<file path="src/rtl/tilemap_mixer_n_if.sv">
// Pixel-side bus of the N-layer tilemap mixer: tile/attribute loads, CPU priority
// writes, the daisy-chained upstream pixel and the mixed result.
interface tilemap_mixer_n_if #(
  parameter int NUM_LAYERS = 2,
  parameter int BPP        = 3,
  parameter int PIX        = 8,
  parameter int ATTR_W     = 8,
  parameter int PRI_W      = 3,
  parameter int CA_W       = 3
);
  logic                          CE;
  logic                          FLIP;
  logic [NUM_LAYERS-1:0]         LOAD;
  logic [NUM_LAYERS*ATTR_W-1:0]  ATTR;
  logic [NUM_LAYERS*BPP*PIX-1:0] GD;
  logic                          nWE;
  logic [CA_W-1:0]               CA;
  logic [PRI_W-1:0]              MDI;
  logic [PRI_W-1:0]              PRI;
  logic [ATTR_W-1:0]             CLI;
  logic [BPP-1:0]                DTI;
  logic [PRI_W-1:0]              PRO;
  logic [ATTR_W-1:0]             CLO;
  logic [BPP-1:0]                DTO;
  logic                          CLE;

  modport master (output CE, FLIP, LOAD, ATTR, GD, nWE, CA, MDI, PRI, CLI, DTI,
                  input  PRO, CLO, DTO, CLE);
  modport slave  (input  CE, FLIP, LOAD, ATTR, GD, nWE, CA, MDI, PRI, CLI, DTI,
                  output PRO, CLO, DTO, CLE);
endinterface

</file>
<file path="src/rtl/tilemap_mixer_n.sv">
// N-layer tilemap pixel serialiser and priority mixer. Each layer shifts out one
// pixel per CE; the highest-priority opaque layer competes with the upstream pixel.
module tilemap_mixer_n_layer #(
  parameter int BPP    = 3,
  parameter int PIX    = 8,
  parameter int ATTR_W = 8,
  parameter int PRI_W  = 3
) (
  input  logic                 clk,
  input  logic                 rst_n,
  input  logic                 ce,
  input  logic                 flip,
  input  logic                 load,
  input  logic [ATTR_W-1:0]    attr_in,
  input  logic [BPP*PIX-1:0]   gd,
  input  logic                 pwr,
  input  logic [PRI_W-1:0]     mdi,
  output logic [BPP-1:0]       dt,
  output logic [ATTR_W-1:0]    attr,
  output logic [PRI_W-1:0]     prio
);
  localparam int CW = $clog2(PIX + 1);

  logic [BPP-1:0][PIX-1:0] sh_q, sh_d;
  logic [ATTR_W-1:0]       attr_q, attr_d;
  logic [CW-1:0]           cnt_q, cnt_d;
  logic [PRI_W-1:0]        prio_q, prio_d;
  logic [PIX-1:0]          row;

  always_comb begin
    sh_d   = sh_q;
    attr_d = attr_q;
    cnt_d  = cnt_q;
    row    = '0;
    prio_d = pwr ? mdi : prio_q;
    if (ce) begin
      if (load) begin
        sh_d   = gd;
        attr_d = attr_in;
        cnt_d  = CW'(PIX);
      end else if (cnt_q != '0) begin
        // shift toward the head selected by the current FLIP; vacated bits read transparent
        for (int p = 0; p < BPP; p++) begin
          if (flip) begin
            row          = sh_q[p] >> 1;
            row[PIX-1]   = 1'b1;
          end else begin
            row          = sh_q[p] << 1;
            row[0]       = 1'b1;
          end
          sh_d[p] = row;
        end
        cnt_d = cnt_q - CW'(1);
      end
    end
  end

  always_comb begin
    dt = '1;
    if (cnt_q != '0)
      for (int p = 0; p < BPP; p++)
        dt[p] = flip ? sh_q[p][0] : sh_q[p][PIX-1];
  end

  always_ff @(posedge clk or negedge rst_n) begin
    if (!rst_n) begin
      sh_q   <= '1;
      attr_q <= '0;
      cnt_q  <= '0;
      prio_q <= '0;
    end else begin
      sh_q   <= sh_d;
      attr_q <= attr_d;
      cnt_q  <= cnt_d;
      prio_q <= prio_d;
    end
  end

  assign attr = attr_q;
  assign prio = prio_q;
endmodule

module tilemap_mixer_n #(
  parameter int NUM_LAYERS = 2,
  parameter int BPP        = 3,
  parameter int PIX        = 8,
  parameter int ATTR_W     = 8,
  parameter int PRI_W      = 3,
  parameter int CA_W       = 3
) (
  input  logic             CLK_6M,
  input  logic             nRESET,
  tilemap_mixer_n_if.slave bus
);
  logic [NUM_LAYERS-1:0][BPP-1:0]    ly_dt;
  logic [NUM_LAYERS-1:0][ATTR_W-1:0] ly_attr;
  logic [NUM_LAYERS-1:0][PRI_W-1:0]  ly_prio;

  for (genvar i = 0; i < NUM_LAYERS; i++) begin : g_layer
    tilemap_mixer_n_layer #(.BPP(BPP), .PIX(PIX), .ATTR_W(ATTR_W), .PRI_W(PRI_W)) u_layer (
      .clk     (CLK_6M),
      .rst_n   (nRESET),
      .ce      (bus.CE),
      .flip    (bus.FLIP),
      .load    (bus.LOAD[i]),
      .attr_in (bus.ATTR[i*ATTR_W +: ATTR_W]),
      .gd      (bus.GD[i*BPP*PIX +: BPP*PIX]),
      .pwr     (!bus.nWE && (bus.CA == CA_W'(i))),
      .mdi     (bus.MDI),
      .dt      (ly_dt[i]),
      .attr    (ly_attr[i]),
      .prio    (ly_prio[i])
    );
  end

  logic              win_vld, take;
  logic [PRI_W-1:0]  win_pri;
  logic [ATTR_W-1:0] win_attr;
  logic [BPP-1:0]    win_dt;
  logic [PRI_W-1:0]  pro_q, pro_d;
  logic [ATTR_W-1:0] clo_q, clo_d;
  logic [BPP-1:0]    dto_q, dto_d;
  logic              cle_q, cle_d;

  always_comb begin
    win_vld  = 1'b0;
    win_pri  = '0;
    win_attr = '0;
    win_dt   = '1;
    // strict '>' keeps the lowest index on priority ties
    for (int i = 0; i < NUM_LAYERS; i++) begin
      if (ly_dt[i] != '1 && (!win_vld || ly_prio[i] > win_pri)) begin
        win_vld  = 1'b1;
        win_pri  = ly_prio[i];
        win_attr = ly_attr[i];
        win_dt   = ly_dt[i];
      end
    end
    take = win_vld && (bus.DTI == '1 || win_pri > bus.PRI);
  end

  always_comb begin
    pro_d = pro_q;
    clo_d = clo_q;
    dto_d = dto_q;
    cle_d = cle_q;
    if (bus.CE) begin
      if (take) begin
        pro_d = win_pri;
        clo_d = win_attr;
        dto_d = win_dt;
        cle_d = 1'b1;
      end else begin
        pro_d = bus.PRI;
        clo_d = bus.CLI;
        dto_d = bus.DTI;
        cle_d = 1'b0;
      end
    end
  end

  always_ff @(posedge CLK_6M or negedge nRESET) begin
    if (!nRESET) begin
      pro_q <= '0;
      clo_q <= '0;
      dto_q <= '1;
      cle_q <= 1'b0;
    end else begin
      pro_q <= pro_d;
      clo_q <= clo_d;
      dto_q <= dto_d;
      cle_q <= cle_d;
    end
  end

  assign bus.PRO = pro_q;
  assign bus.CLO = clo_q;
  assign bus.DTO = dto_q;
  assign bus.CLE = cle_q;
endmodule

</file>
<file path="src/flat_wrapper.sv">
// flat-port wrapper written by rule: the top's interface ports become plain ports
module tilemap_mixer_n_flat 
#(
  parameter int NUM_LAYERS = 2,
  parameter int BPP        = 3,
  parameter int PIX        = 8,
  parameter int ATTR_W     = 8,
  parameter int PRI_W      = 3,
  parameter int CA_W       = 3
)
  (CLK_6M, nRESET, bus_CE, bus_FLIP, bus_LOAD, bus_ATTR, bus_GD, bus_nWE, bus_CA, bus_MDI, bus_PRI, bus_CLI, bus_DTI, bus_PRO, bus_CLO, bus_DTO, bus_CLE);
  tilemap_mixer_n_if #(.NUM_LAYERS(NUM_LAYERS), .BPP(BPP), .PIX(PIX), .ATTR_W(ATTR_W), .PRI_W(PRI_W), .CA_W(CA_W)) bus_i ();
  input  logic CLK_6M;
  input  logic nRESET;
  input wire logic [$bits(bus_i.CE)-1:0] bus_CE;
  input wire logic [$bits(bus_i.FLIP)-1:0] bus_FLIP;
  input wire logic [$bits(bus_i.LOAD)-1:0] bus_LOAD;
  input wire logic [$bits(bus_i.ATTR)-1:0] bus_ATTR;
  input wire logic [$bits(bus_i.GD)-1:0] bus_GD;
  input wire logic [$bits(bus_i.nWE)-1:0] bus_nWE;
  input wire logic [$bits(bus_i.CA)-1:0] bus_CA;
  input wire logic [$bits(bus_i.MDI)-1:0] bus_MDI;
  input wire logic [$bits(bus_i.PRI)-1:0] bus_PRI;
  input wire logic [$bits(bus_i.CLI)-1:0] bus_CLI;
  input wire logic [$bits(bus_i.DTI)-1:0] bus_DTI;
  output wire logic [$bits(bus_i.PRO)-1:0] bus_PRO;
  output wire logic [$bits(bus_i.CLO)-1:0] bus_CLO;
  output wire logic [$bits(bus_i.DTO)-1:0] bus_DTO;
  output wire logic [$bits(bus_i.CLE)-1:0] bus_CLE;
  assign bus_i.CE = bus_CE;
  assign bus_i.FLIP = bus_FLIP;
  assign bus_i.LOAD = bus_LOAD;
  assign bus_i.ATTR = bus_ATTR;
  assign bus_i.GD = bus_GD;
  assign bus_i.nWE = bus_nWE;
  assign bus_i.CA = bus_CA;
  assign bus_i.MDI = bus_MDI;
  assign bus_i.PRI = bus_PRI;
  assign bus_i.CLI = bus_CLI;
  assign bus_i.DTI = bus_DTI;
  assign bus_PRO = bus_i.PRO;
  assign bus_CLO = bus_i.CLO;
  assign bus_DTO = bus_i.DTO;
  assign bus_CLE = bus_i.CLE;
  tilemap_mixer_n #(.NUM_LAYERS(NUM_LAYERS), .BPP(BPP), .PIX(PIX), .ATTR_W(ATTR_W), .PRI_W(PRI_W), .CA_W(CA_W)) u_core (.CLK_6M(CLK_6M), .nRESET(nRESET), .bus(bus_i));
endmodule
</file>
<file path="config.mk">
export PLATFORM = sky130hd
export DESIGN_NAME = tilemap_mixer_n_flat
export DESIGN_NICKNAME = d
export VERILOG_FILES = /design/src/rtl/tilemap_mixer_n_if.sv /design/src/rtl/tilemap_mixer_n.sv /design/src/flat_wrapper.sv
export SDC_FILE = /design/constraint.sdc
export NUM_CORES = 1
export LEC_CHECK = 0
export CORE_UTILIZATION = 24
export CTS_CLUSTER_DIAMETER = 60
export DETAILED_ROUTE_END_ITERATION = 16
export GPL_TIMING_DRIVEN = 0
export PLACE_DENSITY = 0.52
export SLEW_MARGIN = 5
export SYNTH_ARGS = -nofsm -noshare
export SYNTH_HDL_FRONTEND = slang
export SYNTH_HIERARCHICAL = 1
export SYNTH_SLANG_ARGS = --single-unit
</file>
<file path="constraint.sdc">
create_clock -name CLK_6M -period 4.7 [get_ports CLK_6M]
set_input_delay 0.47 -clock CLK_6M [delete_from_list [all_inputs] [get_ports CLK_6M]]
set_output_delay 0.47 -clock CLK_6M [all_outputs]
set_load 0.05 [all_outputs]
</file>
* Yosys cells after proc, flatten, opt, wreduce, memory -nomap -nowiden
Cells that the tools add are included.
** Storage, ports and cells
- Register bits :: 93
- Latch bits :: 0
- Bits in writable memories :: 0
- Memory bits (read-only) :: 0
- Input port bits :: 91
- Output and inout port bits :: 15
- Word-level logic and storage cells :: 75
- Memories kept :: 0
** Operators by class
- Add/subtract/negate cells :: 2
- Multipliers :: 0
- Div/mod/pow operators :: 0
- Magnitude comparators :: 2
- Eq/ne operators :: 4
- Shift operators :: 0
- Multiplexer cells :: 34
- Bitwise gates (word level) :: 0
- Reduce and logical (&&, ||, !) cells :: 17
** Operators with widths (number)
- 24-bit 2-to-1 mux :: 4
- 8-bit 2-to-1 mux :: 9
- 3-bit 2-to-1 mux :: 8
- 4-bit 2-to-1 mux :: 4
- 1-bit 2-to-1 mux :: 9
- 2-bit AND reduction :: 4
- 4-bit nonzero test :: 2
- 4-bit by 1-bit subtractor with 4-bit output (second input constant) :: 2
- 3-bit > comparator :: 2
- 3-bit inequality test (second input constant) :: 2
- 1-bit logical AND :: 4
- 2-bit nonzero test :: 2
- 3-bit by 1-bit == test with 1-bit output (second input constant) :: 1
- 3-bit == test (second input constant) :: 1
- 3-bit zero test :: 1
- 1-bit zero test :: 2
- 1-bit logical OR :: 2

* Logic depth before layout (Yosys ltp)
- Depth in word-level cells :: 12
- Gate-level depth with buffers :: 19

* Modules after synthesis
Netlist, hierarchy kept.
** By module, submodules not included
- tilemap_mixer_n_layer :: times used 2, cells an instance 175, area each 2202.1 um2
- tilemap_mixer_n :: times used 1, cells an instance 100, area each 1132.3 um2

* Worst setup path after synthesis
Ideal clock, no wire load.
- Path type :: flip-flop to flip-flop
- Start :: register u_core.g_layer[0].u_layer.cnt_q[0]
- End :: register u_core.pro_q[1], in the netlist u_core/bus.PRO[1]
- Setup time :: 0.125 ns
- Arrival time :: 3.639 ns
- Data required time :: 4.575 ns
- Slack :: 0.936 ns
- Cell stages (with the launch flop) :: 19
- Buffers on the path :: 1
- Cells stage by stage :: dfrtp_1 inv_1 ha_1 or3b_1 nand2_1 nand3_2 and2_1 ha_1 and3b_4 o21ai_4 a21boi_2 buf_6 o2bb2ai_2 ha_1 nor2b_1 o31ai_1 o21ai_1 o21ai_2 mux2_2
** RTL lines
- start: declaration :: RTL line tilemap_mixer_n.sv:26 : logic [CW-1:0] cnt_q, cnt_d;
- start signal: assignment :: RTL line tilemap_mixer_n.sv:74 : cnt_q <= cnt_d;
- end signal: assignment :: RTL line tilemap_mixer_n.sv:169 : pro_q <= pro_d;
- end: declaration :: RTL line tilemap_mixer_n.sv:120 : logic [PRI_W-1:0] pro_q, pro_d;

==> summary.txt <==
Status
  • Status: completed

Route
  • WL final: 13.4 mm
  • Remaining DRCs: 0
  • WL met2: between 6 and 7 mm
  • Initial DRC count: 139
  • Avg Vias per Cell: 4.58
  • DR vias: roughly 3900
  • Highest routed metal layer: met4
  • Met3 WL: 422 um
  • Post-Route M1 WL: around 6.2 mm
  • Antenna Violating Nets Remaining: 0
  • Pre-Repair DR Iteration Count: 4
  • WL/cell: between 15 and 20 um

Power
  • Maximum vdd ir drop: 0.000167 V
  • Power Dens Cells: 547 nW/um2
  • P_leak: 3.00 nW
  • Pwr Total: roughly 0.0040 W

Timing
  • Final setup fails: 0
  • Fin crit share: 0.929
  • Worst hold slack: 76.9 ps
  • Worst Max-Slew Pin Slew: 703 ps
  • Unrepaired setup endpoints after global routing: no
  • Clock tree skew after final layout: around 12 ps
  • Slew margin rel.: 0.527
  • Final worst setup slack: between 300 and 400 ps
  • Final min period: 4370 ps
  • Peak Freq: 0.229 GHz
  • Final Max Tran Viols: 0
  • Final hold vios: 0

Worst setup path
  • CP Cell Sequence: clkdlybuf4s50_1, buf_4, mux2i_1, nand2_1, nand3_2, nand2_1, ha_1, and3b_4, o21ai_4, a21boi_2, buf_6, o2bb2ai_2, ha_1, nor2b_1, o31ai_1, o21ai_1, o21ai_2, mux2_2
  • Startpoint types: input port
  • Crit path DAT: approximately 4600 ps
  • WS Path Type: in2reg
  • Worst Path Required: 4940 ps
  • Crit. End Element: register
  • Delay-heaviest family, CP: buffers and inverters
  • Critical path's slowest cell: clkdlybuf4s50_1
  • WP buf/inv: 3
  • Critical Path Max Stage Delay: 590 ps
  • Critical-path maximum fanout: 19

GRT
  • Overflow after GRT: 0
  • Global-route wire length before repair: 21.8 mm
  • Total GRT Usage: 0.117
  • Pin count of the biggest net entering global routing: 60
  • Vias in the first global route: 4190
  • Initial antenna violation count: 0

Clock network
  • CTS Hold Bufs: 0
  • CTS root buffer: clkbuf_16
  • Clk sinks: 93
  • Post-CTS Setup Bufs: 0
  • Clock-pin transition on the worst setup and hold timing paths: 70 ps
  • CTS tree: done
  • TritonCTS Buffers: 9
  • Longest Clk Path Bufs: 2
  • Max H-tree Level: 3
  • Clk_lat worst skew: 350 ps

Final layout
  • Final Cell Area: 7250 um2
  • Final design utilization: 0.320
  • Area growth syn-to-layout: 30.9%
  • Antenna cells: 0
  • Layout Nets: 666
  • Layout cells sized above 1: 0.304

Yosys
  • Asr flop ratio synth: 1.00
  • Register area share after synthesis: 0.432
  • Post-synth EDFFs: 0
  • Post-Syn Area: about 5500 um2
  • Most used DFF post-synth: dfstp_2
  • Yosys cell types: 49
  • Synth Warn #: 6
  • Syn_nets: 551
  • Synth top area cells: dfstp_2, dfrtp_1, mux2_1, mux2_2, mux2_4
  • Post-synthesis register bit count: just over 90
  • Share of the synthesized area in the top cell type: 0.242
  • Avg Cell Area, Syn: 12.3 um2
  • Commonest cells post-synth: mux2_1, dfstp_2, mux2_2, dfrtp_1, nand2_1
  • Top-count cell post-synth: mux2_1
  • Cell taking the most area after synthesis: dfstp_2
  • Mapped Cells: 450

Placement
  • RePlAce Congestion: 0.761
  • Place WS: -424 ps
  • HPWL after DPL: 10.2 mm
  • I/O Buffers: 104
  • Placed Area: 6960 um2

Floorplan
  • Rows: between 50 and 60
  • IO Pins: between 100 and 150
  • Die area: 23700 um2
  • Die width: roughly 150 um
  • Core Box Area: 22600 um2
  • Initial Util: 0.245
  • Die height: between 150 and 200 um

Job
  • Max Cap Violations: 0

Hold path
  • Worst hold path class: in2async
==> flip-flops by register name, summed over array words and instances, names as in the netlist <==
| signal | cells |
|---|---|
| u_core/g_layer.u_layer/attr | 16 |
| u_core/g_layer.u_layer/cnt_q | 8 |
| u_core/bus.DTO | 3 |
| u_core/g_layer.u_layer/sh_q | 48 |
| u_core/bus.CLE | 1 |
| u_core/g_layer.u_layer/prio | 6 |
| u_core/bus.CLO | 8 |
| u_core/bus.PRO | 3 |
==> cells in the final DEF, fill, tap and decap left out, types with 3 or more instances in the layout <==
cell / Yosys / routed
a21o_1: 3 / 3
nand3_1: 9 / 9
a22oi_1: 9 / 9
nand2b_1: 6 / 6
a211oi_1: 6 / 6
o21ai_0: 13 / 13
clkbuf_1: 6 / 6
buf_2: 10 / 8
clkbuf_16: 0 / 9
clkdlybuf4s50_1: 0 / 103
nor2b_1: 13 / 13
ha_1: 10 / 10
nor2_1: 10 / 10
inv_6: 0 / 3
o2bb2ai_1: 8 / 8
dfstp_2: 51 / 51
a21oi_1: 3 / 3
nand2_1: 33 / 33
mux2_1: 60 / 60
o21ai_1: 5 / 5
mux2i_1: 28 / 28
inv_1: 13 / 13
mux2_2: 51 / 51
mux2_4: 20 / 20
dfrtp_1: 42 / 42
buf_4: 2 / 4
==> repair_timing <==
item                                   in CTS  in global routing
setup endpoints to repair                  11                 13
resized for setup                           1                  0
endpoints found under the hold margin       0                  0
==> where the power goes <==
group	switching (W)	internal, W
Combinational	0.000919	0.000886
Clock	0.000357	0.000373
Sequential	0.000209	0.00122
Total	0.00149	0.00248
==> cell type report <==
| class | instances | area (um2) |
|---|---|---|
| Tap cell | 285 | 357 |
| Sequential cell | 93 | 2390 |
| Buffer | 23 | 178 |
| Timing Repair Buffer | 105 | 1070 |
| Clock buffer | 9 | 225 |
| Fill cell | 2267 | 15400 |
| Inverter | 13 | 48.8 |
| Clock inverter | 7 | 67.6 |
| Multi-Input combinational cell | 320 | 2920 |
==> through the flow <==
step / setup TNS, ps / std cells
after floorplan: 0 / 450
after global placement: -23800 / 839
after detailed placement: -5640 / 840
after CTS: 0 / 856
after global routing: 0 / 855
final: 0 / 855
==> cells by family after synthesis <==
family                     Yosys count  synth area share
muxes                              159             0.331
DFF                                 93             0.432
AOI/OAI and AO/OA                   62            0.0861
adders and majority gates           10            0.0226
and+or+nand+nor                     89            0.0875
buffers and inverters               37            0.0414
==> routing by layer <==
metal | vias up | global-route usage
li1 | 1872 | -
met5 | - | 0
met4 | 0 | 0.0524
met1 | 1933 | 0.147
met3 | 16 | 0.0194
met2 | 95 | 0.198
==> worst register-to-register path, cell delays in order (launching register included) <==
cell	delay, ps
dfrtp_1	400
inv_1	120
ha_1	190
or3b_1	430
nand2_1	170
nand3_2	220
and2_1	260
ha_1	170
and3b_4	310
o21ai_4	80
a21boi_2	180
buf_6	170
o2bb2ai_2	140
ha_1	270
nor2b_1	140
o31ai_1	190
o21ai_1	140
o21ai_2	170
mux2_2	380
==> path summary, 6_finish.rpt <==
check / slack, ps / startpoint / cells after the start / endpoint
setup / recovery: 330 / bus_FLIP / 18 / u_core/bus.PRO[2]$_DFFE_PN0P_
hold / removal: 80 / nRESET / 1 / u_core/g_layer[0].u_layer/prio[2]$_DFFE_PN0P_
setup reg to reg: 440 / u_core/g_layer[0].u_layer/cnt_q[0]$_DFFE_PN0P_ / 18 / u_core/bus.PRO[2]$_DFFE_PN0P_
hold reg to reg: 490 / u_core/g_layer[1].u_layer/sh_q[6]$_DFFE_PN1P_ / 1 / u_core/g_layer[1].u_layer/sh_q[6]$_DFFE_PN1P_
max in group asynchronous: 3900 / nRESET / 2 / u_core/g_layer[1].u_layer/sh_q[22]$_DFFE_PN1P_
min in group CLK_6M: 400 / bus_CE / 3 / u_core/g_layer[1].u_layer/sh_q[6]$_DFFE_PN1P_
No activity file was read; power rests on OpenSTA's default activity.
